**config.mk**
```make
export PLATFORM = sky130hd
export DESIGN_NAME = stack_ctl
export DESIGN_NICKNAME = d
export VERILOG_FILES = /design/src/rtl/stack_pkg.sv /design/src/rtl/stack2.sv /design/src/rtl/stack_ctl.sv
export SDC_FILE = /design/constraint.sdc
export NUM_CORES = 1
export LEC_CHECK = 0
export BUFFER_PORTS_ARGS = -buffer_cell sky130_fd_sc_hd__buf_2
export CAP_MARGIN = 20
export CORE_MARGIN = 2
export CORE_UTILIZATION = 41
export DETAILED_ROUTE_END_ITERATION = 16
export GPL_TIMING_DRIVEN = 1
export PLACE_DENSITY = 0.67
export SKIP_LAST_GASP = 1
export SLEW_MARGIN = 40
export SYNTH_ARGS = -nofsm -noshare
export SYNTH_HDL_FRONTEND = slang
export SYNTH_HIERARCHICAL = 1
export SYNTH_SLANG_ARGS = --single-unit
```
**constraint.sdc**
```tcl
create_clock -name clk -period 9.55 [get_ports clk]
set_input_delay 0.955 -clock clk [delete_from_list [all_inputs] [get_ports clk]]
set_output_delay 0.955 -clock clk [all_outputs]
set_load 0.01 [all_outputs]
```
**src/rtl/stack_pkg.sv**
```systemverilog
// Shared constants for the stack controller: word width, op codes,
// stack-step encodings, FSM states and the command legality rule.
package stack_pkg;

  localparam int WORD_W = 16;

  localparam logic [2:0] OP_PUSH    = 3'd0;
  localparam logic [2:0] OP_POP     = 3'd1;
  localparam logic [2:0] OP_REPLACE = 3'd2;
  localparam logic [2:0] OP_DUP     = 3'd3;
  localparam logic [2:0] OP_SWAP    = 3'd4;
  localparam logic [2:0] OP_OVER    = 3'd5;
  localparam logic [2:0] OP_DROPN   = 3'd6;

  // stack2 delta field; a replace is we=1 with D_NONE
  localparam logic [1:0] D_NONE = 2'b00;
  localparam logic [1:0] D_PUSH = 2'b01;
  localparam logic [1:0] D_POP  = 2'b11;

  typedef enum logic [2:0] {
    S_IDLE,
    S_STEP1,
    S_STEP2,
    S_STEP3,
    S_DROP
  } state_t;

  function automatic logic cmd_legal(logic [2:0] op, int d, int n, int cap);
    case (op)
      OP_PUSH:             return d < cap;
      OP_POP, OP_REPLACE:  return d >= 1;
      OP_DUP:              return (d >= 1) && (d < cap);
      OP_SWAP:             return d >= 2;
      OP_OVER:             return (d >= 2) && (d < cap);
      OP_DROPN:            return n <= d;
      default:             return 1'b0;
    endcase
  endfunction

endpackage

```
**src/rtl/stack2.sv**
```systemverilog
// Head register plus a DEPTH-word shift-register tail.
// we writes the head; delta moves the tail (push shifts the old head in).
module stack2
  import stack_pkg::*;
#(
  parameter int DEPTH = 18
) (
  input  logic              clk,
  input  logic              we,
  input  logic [1:0]        delta,
  input  logic [WORD_W-1:0] wd,
  output logic [WORD_W-1:0] rd
);

  logic [WORD_W-1:0] head;
  logic [WORD_W-1:0] tail [DEPTH];

  always_ff @(posedge clk) begin
    if (we)
      head <= wd;
    else if (delta == D_POP)
      head <= tail[0];

    if (delta == D_PUSH) begin
      tail[0] <= head;
      for (int i = 1; i < DEPTH; i++) tail[i] <= tail[i-1];
    end else if (delta == D_POP) begin
      for (int i = 0; i < DEPTH - 1; i++) tail[i] <= tail[i+1];
      tail[DEPTH-1] <= '0;
    end
  end

  assign rd = head;

endmodule

```
**src/rtl/stack_ctl.sv**
```systemverilog
// Command sequencer around stack2: legality check, multi-step SWAP/OVER/DROPN
// sequencing and word-count tracking.
module stack_ctl
  import stack_pkg::*;
#(
  parameter  int DEPTH = 18,
  localparam int CAP   = DEPTH + 1,
  localparam int DW    = $clog2(CAP + 1)
) (
  input  logic              clk,
  input  logic              reset,
  input  logic              cmd_valid,
  output logic              cmd_ready,
  input  logic [2:0]        cmd_op,
  input  logic [WORD_W-1:0] cmd_data,
  input  logic [4:0]        cmd_n,
  output logic [WORD_W-1:0] tos,
  output logic [DW-1:0]     depth,
  output logic              done,
  output logic              err
);

  state_t            state;
  logic [2:0]        op_q;
  logic [4:0]        cnt;
  logic [WORD_W-1:0] t_q;
  logic              st_we;
  logic [1:0]        st_delta;
  logic [WORD_W-1:0] st_wd;
  logic [WORD_W-1:0] rd;
  logic              legal;

  assign cmd_ready = (state == S_IDLE) && !reset;
  assign legal     = cmd_legal(cmd_op, int'(depth), int'(cmd_n), CAP);
  assign tos       = rd;

  // Step registers feed stack2 one cycle after being set; depth follows the
  // step as it is consumed, so both move on the same edge.
  always_ff @(posedge clk) begin
    if (reset) begin
      state    <= S_IDLE;
      depth    <= '0;
      done     <= 1'b0;
      err      <= 1'b0;
      st_we    <= 1'b0;
      st_delta <= D_NONE;
    end else begin
      done     <= 1'b0;
      err      <= 1'b0;
      st_we    <= 1'b0;
      st_delta <= D_NONE;

      if (st_delta == D_PUSH)
        depth <= depth + 1'b1;
      else if (st_delta == D_POP)
        depth <= depth - 1'b1;

      case (state)
        S_IDLE: begin
          if (cmd_valid) begin
            op_q <= cmd_op;
            t_q  <= rd;
            if (!legal) begin
              err <= 1'b1;
            end else begin
              case (cmd_op)
                OP_PUSH: begin
                  st_we <= 1'b1; st_delta <= D_PUSH; st_wd <= cmd_data; state <= S_STEP1;
                end
                OP_REPLACE: begin
                  st_we <= 1'b1; st_wd <= cmd_data; state <= S_STEP1;
                end
                OP_DUP: begin
                  st_we <= 1'b1; st_delta <= D_PUSH; st_wd <= rd; state <= S_STEP1;
                end
                OP_POP, OP_SWAP, OP_OVER: begin
                  st_delta <= D_POP; state <= S_STEP1;
                end
                default: begin
                  if (cmd_n == 5'd0) begin
                    done <= 1'b1;
                  end else begin
                    st_delta <= D_POP; cnt <= cmd_n; state <= S_DROP;
                  end
                end
              endcase
            end
          end
        end
        S_STEP1: begin
          if (op_q == OP_SWAP) begin
            st_we <= 1'b1; st_wd <= t_q; state <= S_STEP2;
          end else if (op_q == OP_OVER) begin
            st_we <= 1'b1; st_delta <= D_PUSH; st_wd <= t_q; state <= S_STEP2;
          end else begin
            done <= 1'b1; state <= S_IDLE;
          end
        end
        // rd still shows N here: step 2 is only consumed at this edge
        S_STEP2: begin
          st_we <= 1'b1; st_delta <= D_PUSH; st_wd <= rd; state <= S_STEP3;
        end
        S_STEP3: begin
          done <= 1'b1; state <= S_IDLE;
        end
        S_DROP: begin
          if (cnt == 5'd1) begin
            done <= 1'b1; state <= S_IDLE;
          end else begin
            st_delta <= D_POP; cnt <= cnt - 5'd1;
          end
        end
        default: state <= S_IDLE;
      endcase
    end
  end

  stack2 #(.DEPTH(DEPTH)) u_stack2 (
    .clk   (clk),
    .we    (st_we && !reset),
    .delta (reset ? D_NONE : st_delta),
    .wd    (st_wd),
    .rd    (rd)
  );

endmodule

```
==> results of run 1 <==
final timing paths:
| check | end | slack (ns) | cells past startpoint |
|---|---|---|---|
| setup reg to reg | u_stack2/rd[15]$_DFFE_PP_ | 6.55 | 7 |
| setup / recovery | u_stack2/rd[15]$_DFFE_PP_ | 6.44 | 8 |
| hold reg to reg | t_q[4]$_DFFE_PP_ | 0.52 | 0 |
| hold / removal | t_q[4]$_DFFE_PP_ | 0.52 | 0 |
metal layers:
| metal | vias to the layer above | track usage [%] |
|---|---|---|
| met1 | 3770 | 17.5 |
| met3 | 44 | 2.58 |
| met5 | - | 0 |
| met2 | 128 | 19.4 |
| met4 | 0 | 3.98 |
| li1 | 3508 | - |
through the flow:
stage,util [%],hold WS [ns],cells,total power [mW]
global placement,43.5,0.494,1356,1.91
global route,46.9,0.539,1423,3.33
finish,46.9,0.516,1423,3.21
detailed placement,43.9,0.498,1360,1.92
CTS,46.9,0.519,1423,3.26
floorplan,-,0.520,875,1.88
synth_stat cells (2+ instances only):
cell type / instances
sky130_fd_sc_hd__xnor2_1: 7
sky130_fd_sc_hd__ha_1: 11
sky130_fd_sc_hd__dfxtp_1: 13
sky130_fd_sc_hd__nand3_1: 2
sky130_fd_sc_hd__a222oi_1: 16
sky130_fd_sc_hd__nor3_4: 2
sky130_fd_sc_hd__and2_1: 18
sky130_fd_sc_hd__nor4_1: 4
sky130_fd_sc_hd__a21oi_1: 9
sky130_fd_sc_hd__nand4_1: 2
sky130_fd_sc_hd__nor2_1: 18
sky130_fd_sc_hd__o21ai_1: 4
sky130_fd_sc_hd__nor2b_1: 6
sky130_fd_sc_hd__mux2_2: 288
sky130_fd_sc_hd__clkbuf_1: 8
sky130_fd_sc_hd__or3_1: 2
sky130_fd_sc_hd__nor4b_1: 3
sky130_fd_sc_hd__edfxtp_1: 344
sky130_fd_sc_hd__buf_2: 15
sky130_fd_sc_hd__nor3_1: 3
sky130_fd_sc_hd__buf_6: 21
sky130_fd_sc_hd__o21ai_0: 11
sky130_fd_sc_hd__nand2b_1: 3
sky130_fd_sc_hd__nor3b_1: 4
sky130_fd_sc_hd__nand2_1: 20
sky130_fd_sc_hd__inv_1: 26
cells in the final DEF, fill, tap and decap left out, drive strengths merged, types with 2 or more instances in the layout:
master,n
a21oi,9
a222oi,16
and2,18
buf,61
bufinv,2
clkbuf,49
clkinv,12
dfxtp,13
edfxtp,344
ha,11
inv,26
mux2,288
nand2,21
nand2b,3
nand3,2
nand4,2
nor2,18
nor2b,6
nor3,5
nor3b,4
nor4,4
nor4b,3
o21ai,15
or3,3
xnor2,7
power by group:
| group | leakage, nW | internal (mW) | switching [mW] | total [mW] |
|---|---|---|---|---|
| Sequential | 3.22 | 1.75 | 0.0203 | 1.77 |
| Combinational | 2.06 | 0.0470 | 0.0653 | 0.112 |
| Clock | 0.537 | 0.769 | 0.558 | 1.33 |
sequential cells by signal, indices dropped and copies added (netlist names):
signal and flops:
u_stack2/tail 288, st_wd 16, t_q 16, u_stack2/rd 16, cnt 5, depth 5, op_q 3, state 3
st_delta 2, done 1, err 1, st_we 1
kinds of logic (layout without fill, tap and decap cells):
logic type               after synthesis  in the layout  share of synthesized area, %
AO/OA/AOI/OAI                         52             52                          2.46
multiplexers                         288            288                          21.1
flip-flops                           357            357                          69.0
adder cells (fa/ha/maj)               11             11                         0.897
AND/OR/NAND/NOR                       89             89                          3.21
buffers and inverters                 70            150                          2.86
XOR/XNOR                               8              8                         0.456
critical path: cells and delay by family:
family | cells | cell delay (ns)
buf+inv | 5 | 1.61
simple gates | 3 | 0.69
layout make-up:
| type | instances | area (um2) | area share [%] |
|---|---|---|---|
| Sequential cell | 357 | 10600 | 61.6 |
| Clock inverter | 14 | 125 | 0.728 |
| Multi-Input combinational cell | 448 | 4380 | 25.5 |
| Inverter | 26 | 97.6 | 0.568 |
| Timing Repair Buffer | 61 | 442 | 2.57 |
| Tap cell | 468 | 586 | 3.41 |
| Clock buffer | 49 | 971 | 5.65 |
==> results.toml, run 1 <==
[status]
run_status = "finished clean"

[floorplanning]
rows = 70
die_w_um = 197
overall_die_height_um = 197
dieArea_mm2 = 0.0390
design.portCount = 51
start_util_pct = 41.8
core_area_mm2 = 0.0367

[placed_design]
place_area_mm2 = 0.0161
gp_routability_congestion = 0.800
detailedPlace.worstSlack_ns = 5.86
detailed_place_hpwl_mm = 14.3
place.port_buffers = 50

[critical_path]
worst_ep_arrival_time_ns = 3.36
path_class = "in -> reg"
worst-endpoint-required_ns = 9.80
path_max_fanout = 151
cp_slowest_cell = "sky130_fd_sc_hd__buf_12"
timing.critical_path.to_type = "flip-flop"
reg2reg_from = "st_delta[0]$_SDFF_PP0_"
critPathLaunchType = "input pin"
crit_path_start = "reset"
crit_chain = "buf_2 > nor2b_4 > buf_12 > buf_16 > nand2_8 > buf_12 > nand2b_1 > buf_4"
cell_type_with_the_highest_occurrence_count_on_the_critical_path = "sky130_fd_sc_hd__buf_12"
cpPeakStageDelay_ns = 0.58

[clock_network]
worstSkewPairLatency_ns = 0.52
clk_pin_slew_worst_paths_ns = 0.06
cts_tree = "yes"
cts_buffers = 37
cts_max_level = 2
postCtsSetupRepairBufs = 0
cts-root-to-sink-buffers = 3
post_cts_resized = 0
cts_root_buf = "sky130_fd_sc_hd__clkbuf_16"
numClockSinks = 357
cts-hold-fix-buffers = 0

[sta]
relative_slew_slack_pct = 44.2
finalWorstPathRequiredPeriod_ns = 3.11
timing_max_transition_violations_final = 0
finalSetupViolations = 0
worst_pin_slew_ns = 0.837
clock.fmax_ghz = 0.321
rsz_0062_raised_after_global_routing = "no"
post-route-period-util_pct = 32.6
finalHoldViolCount = 0
layout_setup_ws_ns = 6.44
fin_setup_tns_ns = 0
finalClockSkew_ns = 0.0197

[routing]
postRouteWirelength_mm = 24.2
dr.max_layer_used = "met4"
wl_met1_mm = 11.5
detailroute.wirelength.met2_mm = 11.1
detailedRoute.firstPassIterationCount = 5
dr_total_vias = 7450
viasPerCell = 5.24
ant_nets = 0
drc_errors = 0
wl_met3_mm = 1.10
post_drt_wl_per_cell_um = 17.0
dr.first_iter.drc_count = 567

[power]
power_per_cell_area_mw_per_mm2 = 187
vdd_ir_drop_max_v = 0.000152
p_leak_nw = 5.82

[logic_synthesis]
synth_enable_flop_cells = 344
ys_types = 41
synth_nets = 913
ys_seq_area_share_pct = 69.0
synth-warning-count = 6
combined_area_of_all_synthesized_cells_mm2 = 0.0154
synth_async_sr_flop_share_pct = 0
netlist_top_cells_area = "sky130_fd_sc_hd__edfxtp_1 67%, sky130_fd_sc_hd__mux2_2 21%, sky130_fd_sc_hd__dfxtp_1 1.7%"
synth_top_cell_area_share_pct = 67.3
syn_inst_count = 875
postSynthRegisterBits = 357
synth_top_cell_by_area = "sky130_fd_sc_hd__edfxtp_1"
ys.flop_type = "sky130_fd_sc_hd__edfxtp_1"
syn_area_per_cell_um2 = 17.5

[finish]
area_growth_syn_to_layout_pct = 12.0
drive_gt1_share_pct = 42.7
antenna-diode-count = 0
design_area_mm2 = 0.0172
n_fill_cell = 3096
num-nets-final = 969

[global_routing]
maximum_number_of_pins_on_one_net_before_global_route_repair = 152
antenna_violations_before_repair = 0
globalRouteOverflowTotal = 0
overall_track_demand_over_capacity_in_global_routing_pct = 12.4
grt_first_pass_wirelength_mm = 39.1
first_global_vias = 7672

[run]
cap_viol_max_count = 0

[hold_path]
min-delay-path-class = "reg -> reg"
hold_path_startpoint = "u_stack2/rd[4]$_DFFE_PP_"
No activity file was read; power rests on OpenSTA's default activity.
==> inputs of run 2 (changes only) <==
--- a/config.mk
+++ b/config.mk
@@ -5,13 +5,14 @@
 export SDC_FILE = /design/constraint.sdc
 export NUM_CORES = 1
 export LEC_CHECK = 0
+export ABC_AREA = 1
 export BUFFER_PORTS_ARGS = -buffer_cell sky130_fd_sc_hd__buf_2
 export CAP_MARGIN = 20
 export CORE_MARGIN = 2
 export CORE_UTILIZATION = 41
 export DETAILED_ROUTE_END_ITERATION = 16
 export GPL_TIMING_DRIVEN = 1
-export PLACE_DENSITY = 0.67
+export PLACE_DENSITY = 0.64
 export SKIP_LAST_GASP = 1
 export SLEW_MARGIN = 40
 export SYNTH_ARGS = -nofsm -noshare
==> constraint.sdc (replaced) <==
create_clock -name clk -period 2.95 [get_ports clk]
set_input_delay 0.295 -clock clk [delete_from_list [all_inputs] [get_ports clk]]
set_output_delay 0.295 -clock clk [all_outputs]
set_load 0.01 [all_outputs]
==> run 2 against run 1 <==
Compared with the run above:
- clock power grew to 3.5 times the previous value
- sequential cell count stayed put
- wire length is 27% higher
- synthesized area up 5.7%
- synthesized cell count rose by 84%
- largest cell class unchanged
- highest routed layer unchanged
==> results.toml, run 2 <==
[status]
run_status = "finished clean"

[power]
vdd_ir_drop_max_v = 0.000423
p_leak_nw = 7.24
p_total_mw = 11.4
power_per_cell_area_mw_per_mm2 = 627

[placed_design]
gp_routability_congestion = 0.849
placed_cells = 2100
detailed_place_hpwl_mm = 17.9
detailedPlace.worstSlack_ns = 0.550
place.port_buffers = 50
place_area_mm2 = 0.0168

[critical_path]
cpPeakStageDelay_ns = 0.52
cell_type_with_the_highest_occurrence_count_on_the_critical_path = "sky130_fd_sc_hd__nand2_1"
worst-endpoint-required_ns = 3.11
worstPathBufferInverterCount = 2
crit_chain = "inv_1 > ha_1 > nand2_1 > inv_1 > nand2_1 > nand2_1 > o21ai_0 > nand2_1 > nand3_1 > nand2_2 > nor3_1"
critical-path-top-delay-family = "simple AND/OR/NAND/NOR gates"
cp_slowest_cell = "sky130_fd_sc_hd__nor3_1"
timing.critical_path.to_type = "flip-flop"
path_max_fanout = 7
path_class = "reg -> reg"
worst_ep_arrival_time_ns = 2.59
critPathLaunchType = "flip-flop"

[floorplanning]
start_util_pct = 41.8
die_w_um = 203
overall_die_height_um = 203
dieArea_mm2 = 0.0412
core_area_mm2 = 0.0388
design.portCount = 51
rows = 72

[sta]
worst_pin_slew_ns = 0.851
finalSetupViolations = 0
finalHoldViolCount = 0
post-route-period-util_pct = 82.6
hold-worst-slack_ns = 0.0259
layout_setup_ws_ns = 0.514
timing_max_transition_violations_final = 0
relative_slew_slack_pct = 43.3
finalWorstPathRequiredPeriod_ns = 2.44
rsz_0062_raised_after_global_routing = "no"
fin_setup_tns_ns = 0
finalClockSkew_ns = 0.0117
clock.fmax_ghz = 0.410

[logic_synthesis]
ys_seq_area_share_pct = 65.2
ys.flop_type = "sky130_fd_sc_hd__edfxtp_1"
synth_enable_flop_cells = 344
synth_nets = 1651
syn_inst_count = 1613
yosys-top-cells-count = "663 x sky130_fd_sc_hd__nand2_1, 344 x sky130_fd_sc_hd__edfxtp_1, 284 x sky130_fd_sc_hd__nand3_1"
synth_top_cell_by_area = "sky130_fd_sc_hd__edfxtp_1"
post-synth-top-count-cell = "sky130_fd_sc_hd__nand2_1"
postSynthRegisterBits = 357
ys_types = 30
synth_async_sr_flop_share_pct = 0
netlist_top_cells_area = "sky130_fd_sc_hd__edfxtp_1 64%, sky130_fd_sc_hd__nand2_1 15%, sky130_fd_sc_hd__nand3_1 8.8%"
synth-warning-count = 6
syn_area_per_cell_um2 = 10.1
synth_top_cell_area_share_pct = 63.6
combined_area_of_all_synthesized_cells_mm2 = 0.0162

[finish]
drive_gt1_share_pct = 8.90
final-seq-area_mm2 = 0.0106
number_of_flip_flops_under_the_largest_register_name = 288
most_common_library_cell_in_the_layout_ignoring_fill_and_taps = "sky130_fd_sc_hd__nand2_1"
design_area_mm2 = 0.0181
area_growth_syn_to_layout_pct = 11.4
instances_no_fill = 2171
multiInputGateArea_mm2 = 0.00492
n_fill_cell = 3552
num-nets-final = 1662
finish.utilization_pct = 46.6
regMostFlops = "u_stack2/tail"
layout.cells.most_common_list = "662 x sky130_fd_sc_hd__nand2_1, 344 x sky130_fd_sc_hd__edfxtp_1, 284 x sky130_fd_sc_hd__nand3_1"

[routing]
wl_met3_mm = 1.52
dr.max_layer_used = "met4"
detailroute.wirelength.met2_mm = 13.2
post_drt_wl_per_cell_um = 14.1
detailedRoute.firstPassIterationCount = 7
ant_nets = 0
dr_total_vias = 11200
viasPerCell = 5.15
dr.first_iter.drc_count = 1117
postRouteWirelength_mm = 30.7
wl_met1_mm = 15.4
drc_errors = 0

[global_routing]
grt_first_pass_wirelength_mm = 51.6
overall_track_demand_over_capacity_in_global_routing_pct = 14.7
antenna_violations_before_repair = 1
first_global_vias = 10200
globalRouteOverflowTotal = 0
maximum_number_of_pins_on_one_net_before_global_route_repair = 195

[clock_network]
clk_pin_slew_worst_paths_ns = 0.06
cts_root_buf = "sky130_fd_sc_hd__clkbuf_16"
post_cts_resized = 0
worstSkewPairLatency_ns = 0.52
postCtsSetupRepairBufs = 0
cts_tree = "yes"
cts-root-to-sink-buffers = 3
cts_max_level = 2
numClockSinks = 357
cts_buffers = 39
cts-hold-fix-buffers = 0

[run]
cap_viol_max_count = 0

[hold_path]
min-delay-path-class = "in -> reg"
## run 2: cell types whose count changed after synthesis, sizes merged, moves of 18 or more
cell,previous run,this run
mux2,288,0
buf,36,97
nand3,2,284
and2,18,0
inv,26,50
nand2,21,665
nor2,18,77
## run 2: worst paths after layout
path | end | slack, ns | cells after the start | start
max | cnt[4]$_DFFE_PP_ | 0.51 | 11 | depth[3]$_SDFFE_PP0P_
min | op_q[1]$_DFFE_PP_ | 0.03 | 1 | cmd_op[1]
max reg2reg | cnt[4]$_DFFE_PP_ | 0.51 | 11 | depth[3]$_SDFFE_PP0P_
min reg2reg | depth[1]$_SDFFE_PP0P_ | 0.51 | 1 | st_delta[0]$_SDFF_PP0_
## run 2: area by class of cell
type                    count  share of cell area [%]
well taps                 518                    3.58
multi-input cells        1104                    27.2
clock inverters            17                   0.851
diodes                      1                  0.0138
inverters                  51                    1.06
flip-flops and latches    357                    58.5
clock buffers              52                    5.90
repair buffers             71                    2.86
## run 2: routing by layer
metal / track usage [%] / vias to the layer above
li1: - / 5513
met1: 23.1 / 5382
met2: 20.8 / 237
met3: 2.65 / 47
met4: 4.12 / 0
met5: 0 / -
## run 2: cells by family (layout without fill, tap and decap cells)
logic type / Yosys count / after routing / share of synthesized area (%)
AO/OA/AOI/OAI: 48 / 48 / 2.41
flip-flops: 357 / 357 / 65.2
XOR/XNOR: 3 / 3 / 0.162
AND/OR/NAND/NOR: 1042 / 1042 / 26.7
other: 0 / 1 / 0
buffers and inverters: 152 / 191 / 4.61
adder cells (fa/ha/maj): 11 / 11 / 0.848
## run 2: power by group
group	switching (mW)	internal (mW)
Combinational	0.515	0.213
Sequential	0.108	5.80
Clock	1.92	2.80
==> inputs of run 3 (changes only) <==
--- a/config.mk
+++ b/config.mk
@@ -12,7 +12,7 @@
 export CORE_UTILIZATION = 41
 export DETAILED_ROUTE_END_ITERATION = 16
 export GPL_TIMING_DRIVEN = 1
-export PLACE_DENSITY = 0.64
+export PLACE_DENSITY = 0.67
 export SKIP_LAST_GASP = 1
 export SLEW_MARGIN = 40
 export SYNTH_ARGS = -nofsm -noshare
==> constraint.sdc (replaced) <==
create_clock -name clk -period 2.2 [get_ports clk]
set_input_delay 0.22 -clock clk [delete_from_list [all_inputs] [get_ports clk]]
set_output_delay 0.22 -clock clk [all_outputs]
set_load 0.01 [all_outputs]
==> run 3 against run 2 <==
Compared with the run above:
- sequential power rose by 34%
- hold slack gained 0.0035 ns
- register-to-register slack got worse by 0.31 ns
- design area increased by 1.5%
- combinational power rose by 40%
- via count is 1.6% higher
- power rose by 35%
- clock power rose by 37%
- worst setup slack worse by 0.31 ns
- first-iteration DRC count is 4.3% higher
- critical path type unchanged
- largest power group unchanged
==> results.toml, run 3 (synthesis results as in run 2) <==
[floorplanning]
die_w_um = 203
rows = 72
core_area_mm2 = 0.0388
dieArea_mm2 = 0.0412
overall_die_height_um = 203
design.portCount = 51
start_util_pct = 41.8

[sta]
hold-worst-slack_ns = 0.0294
finalWorstPathRequiredPeriod_ns = 1.99
finalClockSkew_ns = 0.0307
timing_max_transition_violations_final = 0
finalSetupViolations = 0
relative_slew_slack_pct = 56.8
worst_pin_slew_ns = 0.647
finalHoldViolCount = 0
rsz_0062_raised_after_global_routing = "no"
clock.fmax_ghz = 0.502
post-route-period-util_pct = 90.6
layout_setup_ws_ns = 0.208
fin_setup_tns_ns = 0

[critical_path]
timing.critical_path.to_type = "flip-flop"
worst_ep_arrival_time_ns = 2.25
worst-endpoint-required_ns = 2.45
path_class = "reg -> reg"
critPathLaunchType = "flip-flop"
path_max_fanout = 5

[placed_design]
detailedPlace.worstSlack_ns = 0.149
gp_routability_congestion = 0.874
detailed_place_hpwl_mm = 18.7
place.port_buffers = 50
place_area_mm2 = 0.0170

[finish]
design_area_mm2 = 0.0184
layout.cells.most_common_list = "662 x sky130_fd_sc_hd__nand2_1, 344 x sky130_fd_sc_hd__edfxtp_1, 284 x sky130_fd_sc_hd__nand3_1"
regMostFlops = "u_stack2/tail"
drive_gt1_share_pct = 10.4
num-nets-final = 1684
area_growth_syn_to_layout_pct = 13.0
number_of_flip_flops_under_the_largest_register_name = 288
most_common_library_cell_in_the_layout_ignoring_fill_and_taps = "sky130_fd_sc_hd__nand2_1"

[routing]
drc_errors = 0
ant_nets = 0
detailedRoute.firstPassIterationCount = 7
viasPerCell = 5.18
postRouteWirelength_mm = 30.8
post_drt_wl_per_cell_um = 14.0
dr.first_iter.drc_count = 1165
dr_total_vias = 11400

[power]
switchingPower_mw = 3.44
power_per_cell_area_mw_per_mm2 = 838
p_seq_share_pct = 51.5
vdd_ir_drop_max_v = 0.000476
design_internal_power_mw = 11.9
p_leak_nw = 7.40
sw_ratio_pct = 22.4
share_comb_of_total_power_pct = 6.7
portion_of_total_power_attributed_to_the_clock_network_pct = 41.8

[clock_network]
cts-root-to-sink-buffers = 3
cts_buffers = 38
postCtsSetupRepairBufs = 0
cts_max_level = 2
worstSkewPairLatency_ns = 0.54
cts_tree = "yes"
cts_root_buf = "sky130_fd_sc_hd__clkbuf_16"
numClockSinks = 357
clk_pin_slew_worst_paths_ns = 0.06

[global_routing]
grt_first_pass_wirelength_mm = 52.3
maximum_number_of_pins_on_one_net_before_global_route_repair = 128
globalRouteOverflowTotal = 0
first_global_vias = 10600
overall_track_demand_over_capacity_in_global_routing_pct = 15.0
antenna_violations_before_repair = 1

[hold_path]
min-delay-path-class = "in -> reg"

[status]
run_status = "finished clean"

[run]
cap_viol_max_count = 0
==> run 3: changes by cell type in the layout (fill, tap and decap cells not counted), moves of 3 or more <==
cell,before,now
sky130_fd_sc_hd__clkinv_1,10,6
sky130_fd_sc_hd__clkinv_2,3,7
sky130_fd_sc_hd__buf_4,14,29
sky130_fd_sc_hd__dlygate4sd3_1,0,4
sky130_fd_sc_hd__buf_16,3,0
sky130_fd_sc_hd__buf_12,4,11
==> run 3: worst max-delay path, stage by stage, from the launching register on <==
cell and delay (ns):
sky130_fd_sc_hd__dfxtp_2 0.35, sky130_fd_sc_hd__inv_1 0.06, sky130_fd_sc_hd__ha_1 0.28, sky130_fd_sc_hd__nand2_1 0.09
sky130_fd_sc_hd__inv_1 0.06, sky130_fd_sc_hd__nand2_1 0.08, sky130_fd_sc_hd__nand2_1 0.05, sky130_fd_sc_hd__o21ai_1 0.11
sky130_fd_sc_hd__nand2_1 0.08, sky130_fd_sc_hd__nand3_1 0.13, sky130_fd_sc_hd__nand2_2 0.10, sky130_fd_sc_hd__nor3_1 0.15
sky130_fd_sc_hd__buf_4 0.17
==> run 3: final cells by class <==
cell class / count / area [um2]
clock buffers: 52 / 1090
repair buffers: 94 / 728
inverters: 51 / 191
flip-flops and latches: 357 / 10600
diodes: 1 / 2.50
clock inverters: 17 / 176
multi-input cells: 1104 / 4920
well taps: 518 / 648
fillers: 3508 / 20500
==> run 3: final timing paths <==
kind	start	endpoint	slack (ns)	cells past startpoint
max reg2reg	depth[4]$_SDFFE_PP0P_	cnt[3]$_DFFE_PP_	0.21	12
min reg2reg	u_stack2/tail[0][7]$_DFFE_PP_	u_stack2/rd[7]$_DFFE_PP_	0.52	2
max	depth[4]$_SDFFE_PP0P_	cnt[3]$_DFFE_PP_	0.21	12
min	cmd_n[3]	cnt[3]$_DFFE_PP_	0.03	3
==> run 3: layer usage <==
layer  vias up  GRT usage [%]  wire length [um]  share of wire (%)
met4         0           4.12               582                1.9
li1       5559              -                 -                  -
met2       265           22.6             13800                 45
met5         -              0                 0                  0
met1      5480           22.5             14800                 48
met3        51           2.58              1630                5.3
==> run 3: power groups by stage <==
stage	clock, mW	combinational, mW	sequential (mW)
global placement	0	0.990	8.05
finish	6.43	1.02	7.92
global route	6.87	1.16	7.95
floorplan	0	0.729	8.03
CTS	6.58	1.03	7.92
detailed placement	0	1.01	8.06
==> run 3: per-stage QoR <==
stage | std cells | utilization [%] | total power [mW]
after floorplan | 1613 | - | 8.76
after global placement | 2120 | 43.9 | 9.04
after detailed placement | 2120 | 43.9 | 9.07
after CTS | 2193 | 47.3 | 15.5
after global routing | 2194 | 47.3 | 16.0
final | 2194 | 47.3 | 15.4
==> run 3: what timing repair did <==
action	4_1_cts	5_1_grt
hold buffers	4	0
setup endpoints to repair	0	21
gates resized for setup	0	3
endpoints found under the hold margin	4	0
